[config.mk]
export PLATFORM = sky130hd
export DESIGN_NAME = surfturf_cmdq_core_flat
export DESIGN_NICKNAME = d
export VERILOG_FILES = /design/src/rtl/surfturf_cmdq_pkg.sv /design/src/rtl/surfturf_cmdq_if.sv /design/src/rtl/surfturf_cmdq_fifo.sv /design/src/rtl/surfturf_cmdq_core.sv /design/src/flat_wrapper.sv
export SDC_FILE = /design/constraint.sdc
export NUM_CORES = 1
export LEC_CHECK = 0
export CELL_PAD_IN_SITES_DETAIL_PLACEMENT = 0
export CELL_PAD_IN_SITES_GLOBAL_PLACEMENT = 2
export CORE_ASPECT_RATIO = 1.25
export CORE_MARGIN = 1.5
export CORE_UTILIZATION = 50
export CTS_BUF_LIST = sky130_fd_sc_hd__clkbuf_4 sky130_fd_sc_hd__clkbuf_8
export DETAILED_ROUTE_END_ITERATION = 6
export GPL_TIMING_DRIVEN = 0
export PLACE_DENSITY = 0.93
export SLEW_MARGIN = 10
export SYNTH_ARGS = -nofsm -noshare
export SYNTH_HDL_FRONTEND = slang
export SYNTH_SLANG_ARGS = --single-unit
[constraint.sdc]
create_clock -name wb_clk_i -period 3.8 [get_ports wb_clk_i]
set_clock_uncertainty 0.05 [all_clocks]
set_input_delay 0.76 -clock wb_clk_i [delete_from_list [all_inputs] [get_ports wb_clk_i]]
set_output_delay 0.76 -clock wb_clk_i [all_outputs]
set_load 0.01 [all_outputs]
[src/rtl/surfturf_cmdq_pkg.sv]
// rtl/surfturf_cmdq_pkg.sv - register map constants and configuration checks for the command queue
package surfturf_cmdq_pkg;

  // Byte addresses of the register windows
  localparam logic [9:0] CONTROL_ADDR = 10'h000;
  localparam logic [9:0] STATUS_ADDR  = 10'h004;
  localparam logic [9:0] DATA_BASE    = 10'h040;
  localparam logic [9:0] LEVEL_BASE   = 10'h080;

  // Field offsets inside CONTROL and STATUS
  localparam int CONTROL_FLUSH_LSB = 16;
  localparam int STATUS_EMPTY_LSB  = 0;
  localparam int STATUS_FULL_LSB   = 8;
  localparam int STATUS_OVF_LSB    = 16;

  // Legal parameter ranges; checked at elaboration by the top level
  function automatic bit cfg_ok(int num_ch, int data_w, int depth_log2);
    return (num_ch >= 1) && (num_ch <= 8) &&
           (data_w >= 1) && (data_w <= 32) &&
           (depth_log2 >= 1) && (depth_log2 <= 8);
  endfunction

endpackage

[src/rtl/surfturf_cmdq_if.sv]
// rtl/surfturf_cmdq_if.sv - Wishbone slave port plus per-channel stream outputs
interface surfturf_cmdq_if #(
  parameter int NUM_CH = 4,
  parameter int DATA_W = 16
);

  logic                     wb_cyc_i;
  logic                     wb_stb_i;
  logic                     wb_we_i;
  logic [9:0]               wb_adr_i;
  logic [31:0]              wb_dat_i;
  logic [3:0]               wb_sel_i;
  logic                     wb_ack_o;
  logic                     wb_err_o;
  logic                     wb_rty_o;
  logic [31:0]              wb_dat_o;
  logic [NUM_CH*DATA_W-1:0] m_tdata;
  logic [NUM_CH-1:0]        m_tvalid;
  logic [NUM_CH-1:0]        m_tready;

  modport slave (
    input  wb_cyc_i, wb_stb_i, wb_we_i, wb_adr_i, wb_dat_i, wb_sel_i, m_tready,
    output wb_ack_o, wb_err_o, wb_rty_o, wb_dat_o, m_tdata, m_tvalid
  );

  modport master (
    output wb_cyc_i, wb_stb_i, wb_we_i, wb_adr_i, wb_dat_i, wb_sel_i, m_tready,
    input  wb_ack_o, wb_err_o, wb_rty_o, wb_dat_o, m_tdata, m_tvalid
  );

endinterface

[src/rtl/surfturf_cmdq_fifo.sv]
// rtl/surfturf_cmdq_fifo.sv - single-clock first-word-fall-through FIFO with flush
module surfturf_cmdq_fifo #(
  parameter int DATA_W     = 16,
  parameter int DEPTH_LOG2 = 4
) (
  input  logic                  clk,
  input  logic                  rst,
  input  logic                  push,
  input  logic [DATA_W-1:0]     push_data,
  input  logic                  pop,
  input  logic                  flush,
  output logic [DATA_W-1:0]     head,
  output logic [DEPTH_LOG2:0]   level,
  output logic                  full,
  output logic                  empty
);

  localparam logic [DEPTH_LOG2:0] FULL_LEVEL = {1'b1, {DEPTH_LOG2{1'b0}}};

  logic [DATA_W-1:0]     mem [2**DEPTH_LOG2];
  logic [DEPTH_LOG2-1:0] wr_ptr;
  logic [DEPTH_LOG2-1:0] rd_ptr;
  logic                  do_push;
  logic                  do_pop;

  // Guard against misuse so pointers never overrun even if the caller slips
  assign do_push = push & !full;
  assign do_pop  = pop & !empty;
  assign full    = (level == FULL_LEVEL);
  assign empty   = (level == '0);
  assign head    = mem[rd_ptr];

  // Storage has no reset; flush only moves pointers, contents stay
  always_ff @(posedge clk) begin
    if (do_push) mem[wr_ptr] <= push_data;
  end

  // Pointer and occupancy update; flush overrides any same-cycle pop
  always_ff @(posedge clk or posedge rst) begin
    if (rst) begin
      wr_ptr <= '0;
      rd_ptr <= '0;
      level  <= '0;
    end else if (flush) begin
      wr_ptr <= '0;
      rd_ptr <= '0;
      level  <= '0;
    end else begin
      if (do_push) wr_ptr <= wr_ptr + 1'b1;
      if (do_pop)  rd_ptr <= rd_ptr + 1'b1;
      case ({do_push, do_pop})
        2'b10:   level <= level + 1'b1;
        2'b01:   level <= level - 1'b1;
        default: level <= level;
      endcase
    end
  end

endmodule

[src/rtl/surfturf_cmdq_core.sv]
// rtl/surfturf_cmdq_core.sv - Wishbone-to-stream multi-channel command queue
module surfturf_cmdq_core
  import surfturf_cmdq_pkg::*;
#(
  parameter int NUM_CH     = 4,
  parameter int DATA_W     = 16,
  parameter int DEPTH_LOG2 = 4
) (
  input  logic           wb_clk_i,
  input  logic           wb_rst_i,
  surfturf_cmdq_if.slave bus
);

  localparam int         SEL_BYTES = (DATA_W + 7) / 8;
  localparam logic [4:0] NUM_CH_W  = 5'(NUM_CH);

  if (!cfg_ok(NUM_CH, DATA_W, DEPTH_LOG2)) begin : g_bad_cfg
    $error("surfturf_cmdq_core: parameter out of range");
  end

  logic                     ack_q;
  logic                     err_q;
  logic [31:0]              dat_q;
  logic [31:0]              rd_data;
  logic                     resp;
  logic                     accept;
  logic                     wr_acc;
  logic                     rd_acc;
  logic [3:0]               ch_idx;
  logic                     in_data_win;
  logic                     in_level_win;
  logic                     ctrl_hit;
  logic                     status_hit;
  logic                     sel_ok;
  logic                     reject;
  logic [NUM_CH-1:0]        data_hit;
  logic [NUM_CH-1:0]        level_hit;
  logic [NUM_CH-1:0]        push;
  logic [NUM_CH-1:0]        pop;
  logic [NUM_CH-1:0]        flush;
  logic [NUM_CH-1:0]        full;
  logic [NUM_CH-1:0]        empty;
  logic [NUM_CH-1:0]        enable;
  logic [NUM_CH-1:0]        ovf;
  logic [NUM_CH-1:0]        ovf_set;
  logic [NUM_CH-1:0]        ovf_clr;
  logic [NUM_CH-1:0]        tvalid;
  logic [DEPTH_LOG2:0]      level [NUM_CH];
  logic [NUM_CH*DATA_W-1:0] tdata;
  logic                     unused_bits;

  // One access per strobe: the registered response blocks re-acceptance
  assign resp   = ack_q | err_q;
  assign accept = bus.wb_cyc_i & bus.wb_stb_i & !resp;
  assign wr_acc = accept & bus.wb_we_i;
  assign rd_acc = accept & !bus.wb_we_i;

  assign ch_idx       = bus.wb_adr_i[5:2];
  assign in_data_win  = (bus.wb_adr_i[9:6] == DATA_BASE[9:6])  && ({1'b0, ch_idx} < NUM_CH_W);
  assign in_level_win = (bus.wb_adr_i[9:6] == LEVEL_BASE[9:6]) && ({1'b0, ch_idx} < NUM_CH_W);
  assign ctrl_hit     = (bus.wb_adr_i[9:2] == CONTROL_ADDR[9:2]);
  assign status_hit   = (bus.wb_adr_i[9:2] == STATUS_ADDR[9:2]);

  // A DATA write is refused if the target is full (sampled before any pop) or lanes are missing
  assign sel_ok  = &bus.wb_sel_i[SEL_BYTES-1:0];
  assign reject  = |(data_hit & (full | {NUM_CH{!sel_ok}}));
  assign ovf_set = wr_acc ? (data_hit & full) : '0;
  assign ovf_clr = (wr_acc & status_hit & bus.wb_sel_i[2]) ?
                   bus.wb_dat_i[STATUS_OVF_LSB +: NUM_CH] : '0;

  assign tvalid = enable & ~empty;
  assign pop    = tvalid & bus.m_tready;

  for (genvar c = 0; c < NUM_CH; c++) begin : g_ch
    assign data_hit[c]  = in_data_win  & (ch_idx == 4'(c));
    assign level_hit[c] = in_level_win & (ch_idx == 4'(c));
    assign push[c]      = wr_acc & data_hit[c] & !reject;
    assign flush[c]     = wr_acc & ctrl_hit & bus.wb_sel_i[2] &
                          bus.wb_dat_i[CONTROL_FLUSH_LSB + c];

    surfturf_cmdq_fifo #(
      .DATA_W     (DATA_W),
      .DEPTH_LOG2 (DEPTH_LOG2)
    ) u_fifo (
      .clk       (wb_clk_i),
      .rst       (wb_rst_i),
      .push      (push[c]),
      .push_data (bus.wb_dat_i[DATA_W-1:0]),
      .pop       (pop[c]),
      .flush     (flush[c]),
      .head      (tdata[c*DATA_W +: DATA_W]),
      .level     (level[c]),
      .full      (full[c]),
      .empty     (empty[c])
    );
  end

  // Read mux over the current register state; unmapped and DATA addresses read 0
  always_comb begin
    rd_data = '0;
    if (ctrl_hit) begin
      rd_data[NUM_CH-1:0] = enable;
    end else if (status_hit) begin
      rd_data[STATUS_EMPTY_LSB +: NUM_CH] = empty;
      rd_data[STATUS_FULL_LSB  +: NUM_CH] = full;
      rd_data[STATUS_OVF_LSB   +: NUM_CH] = ovf;
    end else begin
      for (int c = 0; c < NUM_CH; c++) begin
        if (level_hit[c]) rd_data[DEPTH_LOG2:0] = level[c];
      end
    end
  end

  // Response flags, registered read data, enables and sticky overflow
  always_ff @(posedge wb_clk_i or posedge wb_rst_i) begin
    if (wb_rst_i) begin
      ack_q  <= 1'b0;
      err_q  <= 1'b0;
      dat_q  <= '0;
      enable <= '0;
      ovf    <= '0;
    end else begin
      ack_q <= accept & !(wr_acc & reject);
      err_q <= wr_acc & reject;
      dat_q <= rd_acc ? rd_data : '0;
      if (wr_acc & ctrl_hit & bus.wb_sel_i[0]) enable <= bus.wb_dat_i[NUM_CH-1:0];
      ovf <= (ovf & ~ovf_clr) | ovf_set;
    end
  end

  assign bus.wb_ack_o = ack_q & bus.wb_cyc_i;
  assign bus.wb_err_o = err_q & bus.wb_cyc_i;
  assign bus.wb_rty_o = 1'b0;
  assign bus.wb_dat_o = dat_q;
  assign bus.m_tvalid = tvalid;
  assign bus.m_tdata  = tdata;

  assign unused_bits = ^{bus.wb_adr_i[1:0], bus.wb_dat_i, bus.wb_sel_i};

endmodule

[src/flat_wrapper.sv]
// flat-port wrapper written by rule: the top's interface ports become plain ports
module surfturf_cmdq_core_flat import surfturf_cmdq_pkg::*;
#(
  parameter int NUM_CH     = 4,
  parameter int DATA_W     = 16,
  parameter int DEPTH_LOG2 = 4
)
  (wb_clk_i, wb_rst_i, bus_wb_cyc_i, bus_wb_stb_i, bus_wb_we_i, bus_wb_adr_i, bus_wb_dat_i, bus_wb_sel_i, bus_m_tready, bus_wb_ack_o, bus_wb_err_o, bus_wb_rty_o, bus_wb_dat_o, bus_m_tdata, bus_m_tvalid);
  surfturf_cmdq_if #(.NUM_CH(NUM_CH), .DATA_W(DATA_W)) bus_i ();
  input  logic wb_clk_i;
  input  logic wb_rst_i;
  input wire logic [$bits(bus_i.wb_cyc_i)-1:0] bus_wb_cyc_i;
  input wire logic [$bits(bus_i.wb_stb_i)-1:0] bus_wb_stb_i;
  input wire logic [$bits(bus_i.wb_we_i)-1:0] bus_wb_we_i;
  input wire logic [$bits(bus_i.wb_adr_i)-1:0] bus_wb_adr_i;
  input wire logic [$bits(bus_i.wb_dat_i)-1:0] bus_wb_dat_i;
  input wire logic [$bits(bus_i.wb_sel_i)-1:0] bus_wb_sel_i;
  input wire logic [$bits(bus_i.m_tready)-1:0] bus_m_tready;
  output wire logic [$bits(bus_i.wb_ack_o)-1:0] bus_wb_ack_o;
  output wire logic [$bits(bus_i.wb_err_o)-1:0] bus_wb_err_o;
  output wire logic [$bits(bus_i.wb_rty_o)-1:0] bus_wb_rty_o;
  output wire logic [$bits(bus_i.wb_dat_o)-1:0] bus_wb_dat_o;
  output wire logic [$bits(bus_i.m_tdata)-1:0] bus_m_tdata;
  output wire logic [$bits(bus_i.m_tvalid)-1:0] bus_m_tvalid;
  assign bus_i.wb_cyc_i = bus_wb_cyc_i;
  assign bus_i.wb_stb_i = bus_wb_stb_i;
  assign bus_i.wb_we_i = bus_wb_we_i;
  assign bus_i.wb_adr_i = bus_wb_adr_i;
  assign bus_i.wb_dat_i = bus_wb_dat_i;
  assign bus_i.wb_sel_i = bus_wb_sel_i;
  assign bus_i.m_tready = bus_m_tready;
  assign bus_wb_ack_o = bus_i.wb_ack_o;
  assign bus_wb_err_o = bus_i.wb_err_o;
  assign bus_wb_rty_o = bus_i.wb_rty_o;
  assign bus_wb_dat_o = bus_i.wb_dat_o;
  assign bus_m_tdata = bus_i.m_tdata;
  assign bus_m_tvalid = bus_i.m_tvalid;
  surfturf_cmdq_core #(.NUM_CH(NUM_CH), .DATA_W(DATA_W), .DEPTH_LOG2(DEPTH_LOG2)) u_core (.wb_clk_i(wb_clk_i), .wb_rst_i(wb_rst_i), .bus(bus_i));
endmodule
Word-level counts from Yosys, hierarchy flattened
Memories as Yosys holds them, arrays and structs flattened.
Index checks and enable logic that the tools add are counted.

storage, ports and cells
  bits in writable memories = 1,024
  input port bits = 55
  output and inout port bits = 103
  memories = 4
  logic and storage cells = 189
  flip-flop bits (word level) = 94

operators by class
  multiplexer cells = 47
  order comparisons = 1
  add/sub/neg operators = 16
  reductions and logical operators = 35
  equality and inequality tests = 18
  bitwise logic cells = 51

memory list
  memory                     words  width  read ports  clocked after Yosys merged registers in  wr ports  line                      text
  u_core.g_ch[0].u_fifo.mem  16     16     1           0                                        1         surfturf_cmdq_fifo.sv:20  logic [DATA_W-1:0] mem [2**DEPTH_LOG2];
  u_core.g_ch[1].u_fifo.mem  16     16     1           0                                        1         surfturf_cmdq_fifo.sv:20
  u_core.g_ch[2].u_fifo.mem  16     16     1           0                                        1         surfturf_cmdq_fifo.sv:20
  u_core.g_ch[3].u_fifo.mem  16     16     1           0                                        1         surfturf_cmdq_fifo.sv:20

operators by type and width
  cell                   number
  $mux W4                24
  $and A1 B1 Y1          41
  $mux W5                8
  $pmux W5 S2            4
  $add A4 B1 Y4 const B  8
  $add A5 B1 Y5 const B  4
  $and A4 B4 Y4          5
  $eq A5 B5 Y1 const B   4
  $logic_not A5 Y1       4
  $mux W20               1
  $sub A5 B1 Y5 const B  4
  $reduce_bool A2 Y1     8
  $logic_not A1 Y1       13
  $eq A4 B2 Y1 const B   3
  $reduce_bool A3 Y1     4
  $mux W1                10
  $eq A2 B1 Y1 const B   4
  $eq A2 B2 Y1 const B   4
  $eq A4 B1 Y1 const B   2
  $eq A8 B1 Y1 const B   1
  $logic_not A8 Y1       1
  $not A4 Y4             2
  $or A4 B4 Y4           2
  $logic_not A4 Y1       1
  other kinds (5)        6

Logic depth before layout (Yosys ltp)
Gate-level depths: netlist (run 1).

  depth in word-level cells = 11
  gate-level depth with buffers = 11
  mapped depth without buffers = 9

By module
A second synthesis (run 1) with hierarchy kept.

unflattened totals
  cells, all modules = 2,226
  area total of the unflattened synthesis = 43,774.5 um^2

by module, submodules not included
  module                                           seq. area each (um^2)  times used  cells each  area each (um^2)
  surfturf_cmdq_fifo at u_core.g_ch[1].u_fifo ...  8,012.7                3           516         10,572.6
  surfturf_cmdq_fifo at u_core.g_ch[0].u_fifo      8,012.7                1           521         10,592.7
  surfturf_cmdq_core                               575.6                  1           157         1,463.9

Least setup slack after synthesis (run 1)
OpenSTA, ideal clock, no wires.

  path kind = in2reg
  start point = input port bus_wb_adr_i[5]
  end point = memory u_core.g_ch[3].u_fifo.mem[11][0], enable pin
  path buffers = 3
  setup time = 0.374 ns
  required time = 3.376 ns
  setup slack = 0.606 ns
  stages = 8
  arrival time = 2.770 ns
  cells stage by stage = or4_4 -> buf_6 -> nor4_4 -> buf_6 -> buf_6 -> nand2_1 -> nor2_1 -> and3_1

on the way
  longest elaborated chain between the ends = 10
  elaborated cells on any way between the ends = 18
  those cells by class = order compare: 1; eq/ne: 3; mux: 2; bitwise: 8; reduce/logical: 4

ends and longest elaborated chain
  item                             line                      text
  start, declared                  flat_wrapper.sv:15        input wire logic [$bits(bus_i.wb_adr_i)-1:0] bus_wb_adr_i;
  $lt A4 B3 Y1                     surfturf_cmdq_core.sv:59  assign in_data_win = (bus.wb_adr_i[9:6] == DATA_BASE[9:6]) && ({1'b0, ch_idx} < NUM_CH_W);
  $logic_and A1 B1 Y1              surfturf_cmdq_core.sv:59
  $and A1 B1 Y1                    surfturf_cmdq_core.sv:75  assign data_hit[c] = in_data_win & (ch_idx == 4'(c));
  $and A4 B4 Y4                    surfturf_cmdq_core.sv:66  assign reject = |(data_hit & (full | {NUM_CH{!sel_ok}}));
  $reduce_or A4 Y1                 surfturf_cmdq_core.sv:66
  $logic_not A1 Y1                 surfturf_cmdq_core.sv:77  assign push[c] = wr_acc & data_hit[c] & !reject;
  $and A1 B1 Y1 *                  surfturf_cmdq_core.sv:77
  $and A1 B1 Y1 *                  surfturf_cmdq_fifo.sv:27  assign do_push = push & !full;
  $mux W1 *                        surfturf_cmdq_fifo.sv:35  if (do_push) mem[wr_ptr] <= push_data;
  $mux W1 (not written as such) *  surfturf_cmdq_fifo.sv:35
  end, declared                    surfturf_cmdq_fifo.sv:20

Mark *: on every way between the ends. The rest lies on a longest branch, timed or not.

Final worst setup path (run 1)
  start point = register u_core.ack_q
  end point = memory u_core.g_ch[1].u_fifo.mem[14][12], enable pin

on the way
  longest elaborated chain between the ends = 9

ends and longest elaborated chain
  item                           line                       text
  start, declared                surfturf_cmdq_core.sv:21   logic ack_q;
  start signal, assigned         surfturf_cmdq_core.sv:123  ack_q <= accept & !(wr_acc & reject);
  $or A1 B1 Y1                   surfturf_cmdq_core.sv:53   assign resp = ack_q | err_q;
  $logic_not A1 Y1               surfturf_cmdq_core.sv:54   assign accept = bus.wb_cyc_i & bus.wb_stb_i & !resp;
  $and A1 B1 Y1                  surfturf_cmdq_core.sv:54
  $and A1 B1 Y1                  surfturf_cmdq_core.sv:55   assign wr_acc = accept & bus.wb_we_i;
  $and A1 B1 Y1 (2 in series)    surfturf_cmdq_core.sv:77
  $and A1 B1 Y1                  surfturf_cmdq_fifo.sv:27
  $mux W1                        surfturf_cmdq_fifo.sv:35
  $mux W1 (not written as such)  surfturf_cmdq_fifo.sv:35
  end, declared                  surfturf_cmdq_fifo.sv:20

Every way passes these cells.

==> impl_metrics.tcl, run 1 <==
set metrics [dict create \
    status "completed" \
    register_bit_total_from_synthesis 1099 \
    netlist_area_mm2 0.0435 \
    fin_setup_tns_ps 0 \
    syn_inst 2009 \
    critPathCaptureType "flop" \
    maximum_root_to_sink_buffer_count 3 \
    initial_antenna_violation_count 13 \
    drive_above_1_share_pct 32.5 \
    critical_path_start_type "flop" \
    cts.root.buffer_cell "sky130_fd_sc_hd__clkbuf_8" \
    powerDensity_mw_per_mm2 447 \
    hold_violations 0 \
    most_common_cell_after_layout_fill_and_taps_aside "sky130_fd_sc_hd__edfxtp_1" \
    layoutNonFillerInstCount 3632 \
    irDropWorstVdd_mv 0.281 \
    drt_pre_antenna_iters 5 \
    synthFlopType "sky130_fd_sc_hd__edfxtp_1" \
    yosys_warning_total 0 \
    clkSinkCount 1099 \
    slew_violations 0 \
    global_router_s_overall_resource_usage_pct 22.6 \
    crit_path_max_fanout 16 \
    die-width_um 267 \
    number_of_enable_flip_flop_cells_after_synthesis 1024 \
    synth-seq-area-share_pct 75.0 \
    worstSkewPairLatency_ps 810 \
    maxCapViolCount 0 \
    crit_required_ps 4160 \
    grt_pass1_wl_um 145000 \
    ant_nets 0 \
    globalplace.congestion 0.852 \
    cp.arrival_ps 4100 \
    routedWlPerCell_um 27.3 \
    cts_tree "yes" \
    worst_slew_pin_slew_ps 1160 \
    hold_buffers 0 \
    first_global_vias 22127 \
    placementRows 120 \
    timing.fmax_ghz 0.267 \
    final.hold.worst_slack_ps 324 \
    detailroute.via_count 21334 \
    final-setup-viol-count 0 \
    setup.worst_path.class "reg2reg" \
    cts-htree-levels 4 \
    postLayoutCoreUtil_pct 58.6 \
    placeableCoreArea_mm2 0.0859 \
    syn_to_final_growth_pct 15.7 \
    initial_util_pct 50.6 \
    post_drt_via_cell_ratio 5.87 \
    die_footprint_mm2 0.0887 \
    first_iter_violations 2167 \
    timing.hold.worst.class "in2async" \
    number_of_nets_at_the_end_of_the_flow 2427 \
    synth.distinct_cells 51 \
    tritoncts.num_buffers 152 \
    post-route-drc-count 0 \
    io_pins 158 \
    post-place-cells 3324 \
    finalCriticalPeriod_ps 3740 \
    chipHeight_um 333 \
    pin_count_of_the_biggest_net_entering_global_routing 49 \
    asyncSetResetFlopFracSynth_pct 6.82 \
    place_hpwl_um 63700 \
    power.static_leakage_nw 16.4 \
    layout_common_cells "sky130_fd_sc_hd__edfxtp_1, sky130_fd_sc_hd__mux4_2, sky130_fd_sc_hd__clkbuf_8, sky130_fd_sc_hd__nand2_1, sky130_fd_sc_hd__dfrtp_1" \
    rel_slew_slack_pct 21.9 \
    buffer_ports.inserted 120 \
    layout_worst_path_cycle_share_pct 98.5 \
    routed_wl_um 99000 \
    globalRouteOverflowTotal 0 \
    synthesized_area_per_cell_um2 21.6 \
    worst_setup_hold_path_clk_slew_ps 60 \
]
==> what timing repair did <==
| item | CTS | global route |
|---|---|---|
| gates resized for setup | 377 | 52 |
| pin swaps | 0 | 0 |
| cloned | 4 | 4 |
| buffers inserted | 20 | 5 |
| endpoints found under the setup margin | 65 | 149 |
==> kinds of logic (layout without fill, tap and decap cells) <==
kind of cell	after synthesis	after routing	synth area share (%)
AO/OA/AOI/OAI	62	62	0.869
XOR/XNOR	24	24	0.483
adder cells (fa/ha/maj)	24	24	0.691
buffers and inverters	139	581	1.49
flip-flops	1099	1099	75.0
multiplexers	363	363	17.6
other	1	23	0.00863
AND/OR/NAND/NOR	297	297	3.83
==> critical path, stage by stage, from the launching register on <==
cell and delay [ps]:
sky130_fd_sc_hd__dfrtp_1 470, sky130_fd_sc_hd__or4bb_1 740, sky130_fd_sc_hd__nor4_4 430, sky130_fd_sc_hd__buf_6 240, sky130_fd_sc_hd__buf_6 200, sky130_fd_sc_hd__and2_1 210
sky130_fd_sc_hd__and4_1 970
==> through the flow <==
stage	cell area (um^2)	setup WS [ps]	power, mW
6_report	50300	56.2	22.5
5_1_grt	50300	-5.03	23.1
4_1_cts	50200	-34.8	22.6
3_5_place_dp	46500	-728	13.8
3_3_place_gp	46200	-657	13.8
2_1_floorplan	43500	606	13.6
==> cell usage after synthesis (2+ instances only) <==
master / n / area (um^2)
sky130_fd_sc_hd__nor3_1: 4 / 20.0
sky130_fd_sc_hd__ha_1: 24 / 300
sky130_fd_sc_hd__o22ai_1: 5 / 31.3
sky130_fd_sc_hd__buf_4: 20 / 150
sky130_fd_sc_hd__edfxtp_1: 1024 / 30700
sky130_fd_sc_hd__nor4_1: 5 / 31.3
sky130_fd_sc_hd__xnor2_1: 8 / 70.1
sky130_fd_sc_hd__nor2_1: 52 / 195
sky130_fd_sc_hd__or4_1: 6 / 45.0
sky130_fd_sc_hd__and4_1: 16 / 140
sky130_fd_sc_hd__nand3_2: 4 / 40.0
sky130_fd_sc_hd__a21o_1: 4 / 30.0
sky130_fd_sc_hd__mux4_2: 320 / 7210
sky130_fd_sc_hd__nor2b_1: 5 / 31.3
sky130_fd_sc_hd__a31oi_1: 5 / 31.3
sky130_fd_sc_hd__and3_1: 24 / 150
sky130_fd_sc_hd__buf_1: 18 / 67.6
sky130_fd_sc_hd__nand2b_1: 14 / 87.6
sky130_fd_sc_hd__nor4_4: 2 / 42.5
sky130_fd_sc_hd__and2_1: 46 / 288
sky130_fd_sc_hd__xor2_1: 16 / 140
sky130_fd_sc_hd__nand2_1: 68 / 255
sky130_fd_sc_hd__or3_1: 4 / 25.0
sky130_fd_sc_hd__nand3_1: 19 / 95.1
sky130_fd_sc_hd__nor3_2: 4 / 40.0
sky130_fd_sc_hd__a21boi_1: 3 / 22.5
sky130_fd_sc_hd__nand4_1: 18 / 113
sky130_fd_sc_hd__a211oi_1: 2 / 15.0
sky130_fd_sc_hd__a21oi_1: 27 / 135
sky130_fd_sc_hd__inv_1: 20 / 75.1
sky130_fd_sc_hd__a22oi_1: 3 / 22.5
sky130_fd_sc_hd__mux2_2: 5 / 56.3
sky130_fd_sc_hd__o21ai_0: 6 / 30.0
sky130_fd_sc_hd__dfrtp_1: 75 / 1880
sky130_fd_sc_hd__buf_2: 23 / 115
sky130_fd_sc_hd__clkbuf_1: 54 / 203
sky130_fd_sc_hd__buf_6: 3 / 33.8
sky130_fd_sc_hd__o2bb2ai_1: 2 / 17.5
sky130_fd_sc_hd__mux2i_1: 38 / 380
sky130_fd_sc_hd__a21boi_0: 2 / 15.0
==> per-layer routing <==
| layer | track usage [%] | vias to the layer above | wire length (um) |
|---|---|---|---|
| li1 | - | 9024 | - |
| met1 | 30.7 | 11222 | 39900 |
| met2 | 36.2 | 912 | 49100 |
| met3 | 5.50 | 158 | 7360 |
| met4 | 7.17 | 18 | 2490 |
| met5 | 0 | - | 109 |
==> report_power, final <==
group / internal [mW] / switching [mW] / total, mW
clock: 4.62 / 4.30 / 8.92
combinational: 0.0917 / 0.275 / 0.366
sequential: 13.2 / 0.00345 / 13.2
==> final cells by class <==
type / count / area [um^2]
buffer: 115 / 1120
multi-input combinational: 790 / 10300
tap: 1159 / 1450
inverter: 20 / 77.6
clock buffer: 210 / 2580
fill: 6041 / 35600
clock inverter: 66 / 395
antenna: 3 / 7.51
timing repair buffer: 170 / 1720
sequential: 1099 / 32600
==> state kept, by name, summed over array words and instances (netlist names) <==
signal                     flops
u_core.g_ch.u_fifo.mem      1024
u_core.err_q                   1
u_core.ovf                     4
u_core.enable                  4
u_core.bus.wb_dat_o           13
u_core.g_ch.u_fifo.wr_ptr     16
u_core.g_ch.u_fifo.rd_ptr     16
u_core.ack_q                   1
u_core.g_ch.u_fifo.level      20
==> path summary, 6_finish.rpt <==
| kind | cells after the start | from | slack, ps | end |
|---|---|---|---|---|
| max | 6 | u_core.ack_q | 60 | u_core.g_ch[1].u_fifo.mem[14][12] |
| min | 2 | wb_rst_i | 320 | u_core.err_q |
| max in group asynchronous | 3 | wb_rst_i | 2710 | u_core.g_ch[3].u_fifo.rd_ptr[1] |
| max reg2reg | 6 | u_core.ack_q | 60 | u_core.g_ch[1].u_fifo.mem[14][12] |
| min reg2reg | 1 | u_core.ovf[2] | 450 | u_core.bus.wb_dat_o[18] |
| min in group wb_clk_i | 3 | bus_wb_adr_i[2] | 320 | u_core.ovf[3] |
No activity file was read; power rests on OpenSTA's default activity.
==> inputs of run 2 (changes only) <==
--- a/config.mk
+++ b/config.mk
@@ -10,9 +10,8 @@
 export CORE_ASPECT_RATIO = 1.25
 export CORE_MARGIN = 1.5
-export CORE_UTILIZATION = 50
-export CTS_BUF_LIST = sky130_fd_sc_hd__clkbuf_4 sky130_fd_sc_hd__clkbuf_8
+export CORE_UTILIZATION = 35
 export DETAILED_ROUTE_END_ITERATION = 6
 export GPL_TIMING_DRIVEN = 0
-export PLACE_DENSITY = 0.93
+export PLACE_DENSITY = 0.72
 export SLEW_MARGIN = 10
 export SYNTH_ARGS = -nofsm -noshare
==> constraint.sdc (replaced) <==
create_clock -name wb_clk_i -period 3.8 [get_ports wb_clk_i]
set_clock_uncertainty 0.05 [all_clocks]
set_input_delay 0.57 -clock wb_clk_i [delete_from_list [all_inputs] [get_ports wb_clk_i]]
set_output_delay 0.57 -clock wb_clk_i [all_outputs]
set_load 0.01 [all_outputs]
==> run 2 against run 1 <==
  * Hold slack lost 14 ps
  * Global-route usage shrank 6.6 points
  * Sequential share of layout area decreased by 0.60 points
  * Setup slack better by 18 ps
  * Die area rose by 42%
  * Critical path type is now reg2out
  * Largest cell class unchanged
  * Largest power group unchanged
==> impl_metrics.tcl, run 2 (synthesis gave the netlist of run 1 again) <==
set metrics [dict create \
    critical_path.max_stage_delay_ps 570 \
    post_drt_via_cell_ratio 5.14 \
    layout_common_cells "sky130_fd_sc_hd__edfxtp_1, sky130_fd_sc_hd__mux4_2, sky130_fd_sc_hd__clkbuf_16, sky130_fd_sc_hd__clkdlybuf4s50_1" \
    io_pins 158 \
    rel_slew_slack_pct 27.2 \
    nFillCells 10752 \
    worst_slew_pin_slew_ps 1080 \
    whs_path_depth 3 \
    grt_pass1_wl_um 147000 \
    hold_violations 0 \
    cp.arrival_ps 3110 \
    ant_nets 0 \
    routed_wl_um 100000 \
    setup.worst_path.class "reg2out" \
    die_footprint_mm2 0.126 \
    drt_pre_antenna_iters 5 \
    first_iter_violations 1807 \
    critical_path.reg2reg.endpoint "u_core.g_ch[2].u_fifo.mem[14][13]" \
    placeableCoreArea_mm2 0.123 \
    chipHeight_um 397 \
    final-setup-viol-count 0 \
    timing.hold.worst.class "in2reg" \
    critPathCaptureType "output port" \
    maxCapViolCount 0 \
    crit_required_ps 3180 \
    rrSetupSlack_ps 310 \
    globalplace.congestion 0.806 \
    cts-htree-levels 3 \
    most_flop_heavy_register "u_core.g_ch.u_fifo.mem" \
    worstPathCellList "buf_12, buf_8, mux4_2, mux4_2, clkdlybuf4s50_1" \
    status "completed" \
    globalRouteOverflowTotal 0 \
    detailroute.via_count 20316 \
    worst_path_most_repeated_cell "sky130_fd_sc_hd__mux4_2" \
    irDropWorstVdd_mv 0.290 \
    placementRows 144 \
    finish.instance_area_mm2 0.0508 \
    reg.largest.list "u_core.g_ch.u_fifo.mem: 1024 flops, u_core.g_ch.u_fifo.level: 20 flops" \
    most_common_cell_after_layout_fill_and_taps_aside "sky130_fd_sc_hd__edfxtp_1" \
    critical-path-slowest-cell "sky130_fd_sc_hd__mux4_2" \
    maximum_root_to_sink_buffer_count 3 \
    initial_antenna_violation_count 12 \
    reg2reg_from "u_core.g_ch[2].u_fifo.level[1]" \
    finalCriticalPeriod_ps 3730 \
    area_taken_by_multi_input_logic_gates_mm2 0.0103 \
    number_of_nets_at_the_end_of_the_flow 2339 \
    total_placed_instance_area_mm2 0.0470 \
    first_global_vias 21444 \
    timing.fmax_ghz 0.268 \
    pin_count_of_the_biggest_net_entering_global_routing 66 \
    timing.reg2reg.worst_path_depth 6 \
    global_router_s_overall_resource_usage_pct 16.0 \
    drive_above_1_share_pct 28.1 \
    die-width_um 318 \
    antenna_cells 0 \
    clkSinkCount 1099 \
    worst_setup_hold_path_clk_slew_ps 60 \
    critical_path_start_type "flop" \
    hold_path.startpoint "bus_wb_adr_i[2]" \
    tritoncts.num_buffers 97 \
    slew_violations 0 \
    worstSkewPairLatency_ps 690 \
    post-route-drc-count 0 \
    routedWlPerCell_um 25.4 \
    powerDensity_mw_per_mm2 473 \
    seq_area_mm2 0.0326 \
    worst_hold_path.endpoint "u_core.ovf[3]" \
    buffer_ports.inserted 120 \
    initial_util_pct 35.3 \
    place_hpwl_um 67900 \
    largest_reg_flops 1024 \
    cts.root.buffer_cell "sky130_fd_sc_hd__clkbuf_16" \
    layout_worst_path_cycle_share_pct 98.0 \
    crit_path_max_fanout 10 \
    power.static_leakage_nw 16.1 \
    cts_tree "yes" \
    syn_to_final_growth_pct 16.8 \
    p_total_mw 24.0 \
]
run 2: cell types whose count changed in the layout (fill, tap and decap cells not counted), sizes merged, moves of 3 or more:
cell / before / now
clkinv: 52 / 41
buf: 150 / 93
clkdlybuf4s15: 14 / 1
clkbuf: 280 / 169
diode: 3 / 0
bufinv: 3 / 18
dlygate4sd2: 9 / 5
clkdlybuf4s50: 40 / 98
run 2: cell type report:
type / count / share of cell area, %
clock inverter: 68 / 1.69
multi-input combinational: 790 / 20.3
inverter: 20 / 0.153
timing repair buffer: 137 / 2.87
clock buffer: 115 / 4.98
buffer: 115 / 1.76
tap: 1606 / 3.96
sequential: 1099 / 64.3
run 2: metrics by stage:
stage	std cells	setup WS, ps	utilization, %	TNS, ps	hold WS [ps]
floorplan	2028	796	-	0	398
global placement	3754	-708	37.9	-590650	430
detailed placement	3770	-795	38.1	-599340	429
CTS	3950	0.532	41.2	0	248
global route	3950	-3.01	41.2	-5.64	300
finish	3950	74.2	41.2	0	310
run 2: how the worst max path moves through the flow:
stage | start | depth (start not counted) | end
after CTS | bus_wb_adr_i[5] | 9 | u_core.g_ch[1].u_fifo.mem[0][2]
final | u_core.g_ch[3].u_fifo.rd_ptr[0] | 5 | bus_m_tdata[60]
after global routing | u_core.g_ch[2].u_fifo.rd_ptr[0] | 5 | bus_m_tdata[38]
after detailed placement | bus_wb_adr_i[5] | 9 | u_core.g_ch[3].u_fifo.mem[0][1]
after global placement | bus_wb_adr_i[5] | 9 | u_core.g_ch[0].u_fifo.mem[3][3]
after floorplan | bus_wb_adr_i[5] | 8 | u_core.g_ch[3].u_fifo.mem[11][0]
run 2: worst max-delay path: cells and delay by family, from the launching register on:
kind,cells,cell delay [ps]
buf+inv,3,860
flops,1,410
mux,2,1140
run 2: power by group:
part	switching, mW	internal [mW]	leakage, nW
sequential	0.00246	13.2	10.2
clock	4.42	6.02	1.65
combinational	0.275	0.0899	4.27
total	4.70	19.3	16.1
run 2: layer usage:
metal  part of all wire, %  wire (um)  GRT usage, %  vias to the layer above
li1                      -          -             -                     8818
met1                    43      42700          21.1                    10822
met2                    50      50300          27.1                      527
met3                   5.2       5250          2.56                      133
met4                   2.1       2080          4.81                       16
met5                 0.094         94             0                        -
run 2: what timing repair did:
| item | in CTS | in global routing |
|---|---|---|
| buffers inserted | 1 | 0 |
| hold endpoints to repair | 0 | 0 |
| resized for setup | 176 | 37 |
| setup endpoints to repair | 188 | 437 |
| hold buffers | 0 | 0 |
==> inputs of run 3 (changes only) <==
Settings changed: CORE_UTILIZATION 35 to 49, PLACE_DENSITY 0.72 to 0.92.
==> run 3 against run 2 <==
  * Wire length up 1.5%
  * Sequential power about the same
  * First-iteration DRC count up 26%
  * Die area down 28%
  * Cell area down 1.8%
  * Clock power down 8%
  * Critical path type unchanged
  * Global-route usage up 6.8 points
  * Combinational power up 2%
==> impl_metrics.tcl, run 3 (synthesis gave the netlist of run 1 again) <==
set metrics [dict create \
    critical_path.max_stage_delay_ps 700 \
    clockPowerShare_pct 41.2 \
    post_drt_via_cell_ratio 6.03 \
    routed_wl_um 102000 \
    reg.largest.list "u_core.g_ch.u_fifo.mem: 1024 flops, u_core.g_ch.u_fifo.level: 20 flops" \
    tritoncts.num_buffers 95 \
    chipHeight_um 336 \
    cts_tree "yes" \
    timing.fmax_ghz 0.267 \
    first_iter_violations 2278 \
    worst_setup_hold_path_clk_slew_ps 60 \
    p_int_mw 18.6 \
    final-setup-viol-count 0 \
    critical-path-slowest-cell "sky130_fd_sc_hd__clkbuf_1" \
    p_total_mw 23.1 \
    placeableCoreArea_mm2 0.0875 \
    area_taken_by_multi_input_logic_gates_mm2 0.0103 \
    drt_pre_antenna_iters 7 \
    clkSinkCount 1099 \
    setup_bufs_post_cts 0 \
    status "completed" \
    post-place-cells 3333 \
    post-route-drc-count 0 \
    crit_required_ps 3180 \
    routedWlPerCell_um 29.1 \
    worstPathCellList "buf_1, clkbuf_1, mux4_2, clkdlybuf4s50_1" \
    layout_setup_ws_ps 50.8 \
    largest_reg_flops 1024 \
    layoutNonFillerInstCount 3501 \
    nFillCells 6322 \
    maxCapViolCount 0 \
    setup.worst_path.class "reg2out" \
    slew_violations 0 \
    most_common_cell_after_layout_fill_and_taps_aside "sky130_fd_sc_hd__edfxtp_1" \
    maximum_root_to_sink_buffer_count 3 \
    globalplace.congestion 0.839 \
    drive_above_1_share_pct 26.6 \
    rel_slew_slack_pct 21.0 \
    seqPwrFrac_pct 57.2 \
    die_footprint_mm2 0.0905 \
    buffer_ports.inserted 120 \
    ant_nets 0 \
    worst-path-buf-inv 3 \
    worst_slew_pin_slew_ps 1180 \
    most_flop_heavy_register "u_core.g_ch.u_fifo.mem" \
    globalRouteOverflowTotal 0 \
    critical_path_start_type "flop" \
    initial_util_pct 49.7 \
    number_of_nets_at_the_end_of_the_flow 2337 \
    die-width_um 269 \
    pin_count_of_the_biggest_net_entering_global_routing 48 \
    power.net_switching_mw 4.56 \
    combinationalPowerShare_pct 1.6 \
    layout_worst_path_cycle_share_pct 98.7 \
    global_router_s_overall_resource_usage_pct 22.8 \
    critPathCaptureType "output port" \
    detailroute.via_count 21127 \
    irDropWorstVdd_mv 0.308 \
    timing.hold.worst.class "in2reg" \
    cp.arrival_ps 3130 \
    layout_common_cells "sky130_fd_sc_hd__edfxtp_1, sky130_fd_sc_hd__mux4_2, sky130_fd_sc_hd__clkdlybuf4s50_1, sky130_fd_sc_hd__clkbuf_16, sky130_fd_sc_hd__nand2_1" \
    worstSkewPairLatency_ps 670 \
    crit_path_max_fanout 10 \
    critical-path-top-delay-family "buffers and inverters" \
    power.switching_fraction_pct 19.7 \
    fin_setup_tns_ps 0 \
    power.static_leakage_nw 15.9 \
    grt_pass1_wl_um 149000 \
    powerDensity_mw_per_mm2 464 \
    placementRows 121 \
    cts.root.buffer_cell "sky130_fd_sc_hd__clkbuf_16" \
    syn_to_final_growth_pct 14.6 \
    cts-htree-levels 3 \
    place_hpwl_um 64800 \
    first_global_vias 21848 \
    initial_antenna_violation_count 8 \
    hold_violations 0 \
    dp_worst_setup_slack_ps -672 \
    hold_buffers 0 \
    finalCriticalPeriod_ps 3750 \
    io_pins 158 \
    seq_area_mm2 0.0326 \
]
## run 3: cell count changes in the layout (fill, tap and decap cells not counted), sizes merged, moves of 2 or more
| cell | change |
|---|---|
| clkbuf | -4 |
| diode | +2 |
| bufinv | -9 |
| clkdlybuf4s50 | +3 |
| inv | -2 |
| dlygate4sd2 | -2 |
| buf | +2 |
## run 3: path summary, 6_finish.rpt
| kind | start | endpoint | slack (ps) | cells after the start |
|---|---|---|---|---|
| max | u_core.g_ch[2].u_fifo.rd_ptr[3] | bus_m_tdata[39] | 50 | 4 |
| min | bus_wb_adr_i[2] | u_core.ovf[3] | 240 | 3 |
| max reg2reg | u_core.err_q | u_core.g_ch[1].u_fifo.mem[13][11] | 180 | 6 |
| min reg2reg | u_core.ovf[0] | u_core.ovf[0] | 430 | 1 |
| max in group asynchronous | wb_rst_i | u_core.g_ch[2].u_fifo.rd_ptr[2] | 2780 | 3 |
| min in group asynchronous | wb_rst_i | u_core.g_ch[3].u_fifo.rd_ptr[3] | 280 | 2 |
## run 3: stage by stage
stage,util [%],cell area (um^2),hold WS (ps)
after floorplan,-,43500,398
after global placement,52.8,46200,425
after detailed placement,53.1,46500,419
after CTS,56.9,49800,202
after global routing,57.0,49800,267
final,57.0,49800,241
## run 3: worst min-delay path: stages
cell and delay [ps]:
sky130_fd_sc_hd__buf_2 170, sky130_fd_sc_hd__nand3_1 110, sky130_fd_sc_hd__o2bb2ai_1 70
## run 3: final cells by class
cell class / instances / share of cell area (%)
Tap cell: 1168 / 2.93
Clock buffer: 113 / 4.95
Timing Repair Buffer: 137 / 2.94
Sequential cell: 1099 / 65.5
Multi-Input combinational cell: 790 / 20.7
Buffer: 115 / 1.79
Inverter: 20 / 0.156
Clock inverter: 57 / 1.09
Antenna cell: 2 / 0.0100
## run 3: routing by layer
metal / vias up / global-route usage (%) / share of wire, % / wire length, um
li1: 8784 / - / - / -
met1: 11218 / 29.7 / 38 / 39100
met2: 944 / 38.9 / 51 / 52500
met3: 171 / 4.16 / 7.2 / 7310
met4: 10 / 7.58 / 3.0 / 3090
met5: - / 0 / 0.056 / 57
## run 3: what timing repair did
item / 4_1_cts / 5_1_grt
hold endpoints to repair: 0 / 0
endpoints found under the setup margin: 80 / 324
resized for setup: 159 / 40
## run 3: power groups by stage
| stage | Clock [mW] | Sequential, mW | Combinational [mW] |
|---|---|---|---|
| after floorplan | 0 | 13.5 | 0.0719 |
| after global placement | 0 | 13.5 | 0.311 |
| after detailed placement | 0 | 13.5 | 0.372 |
| after CTS | 9.62 | 13.2 | 0.372 |
| after global routing | 10.1 | 13.2 | 0.398 |
| final | 9.53 | 13.2 | 0.372 |
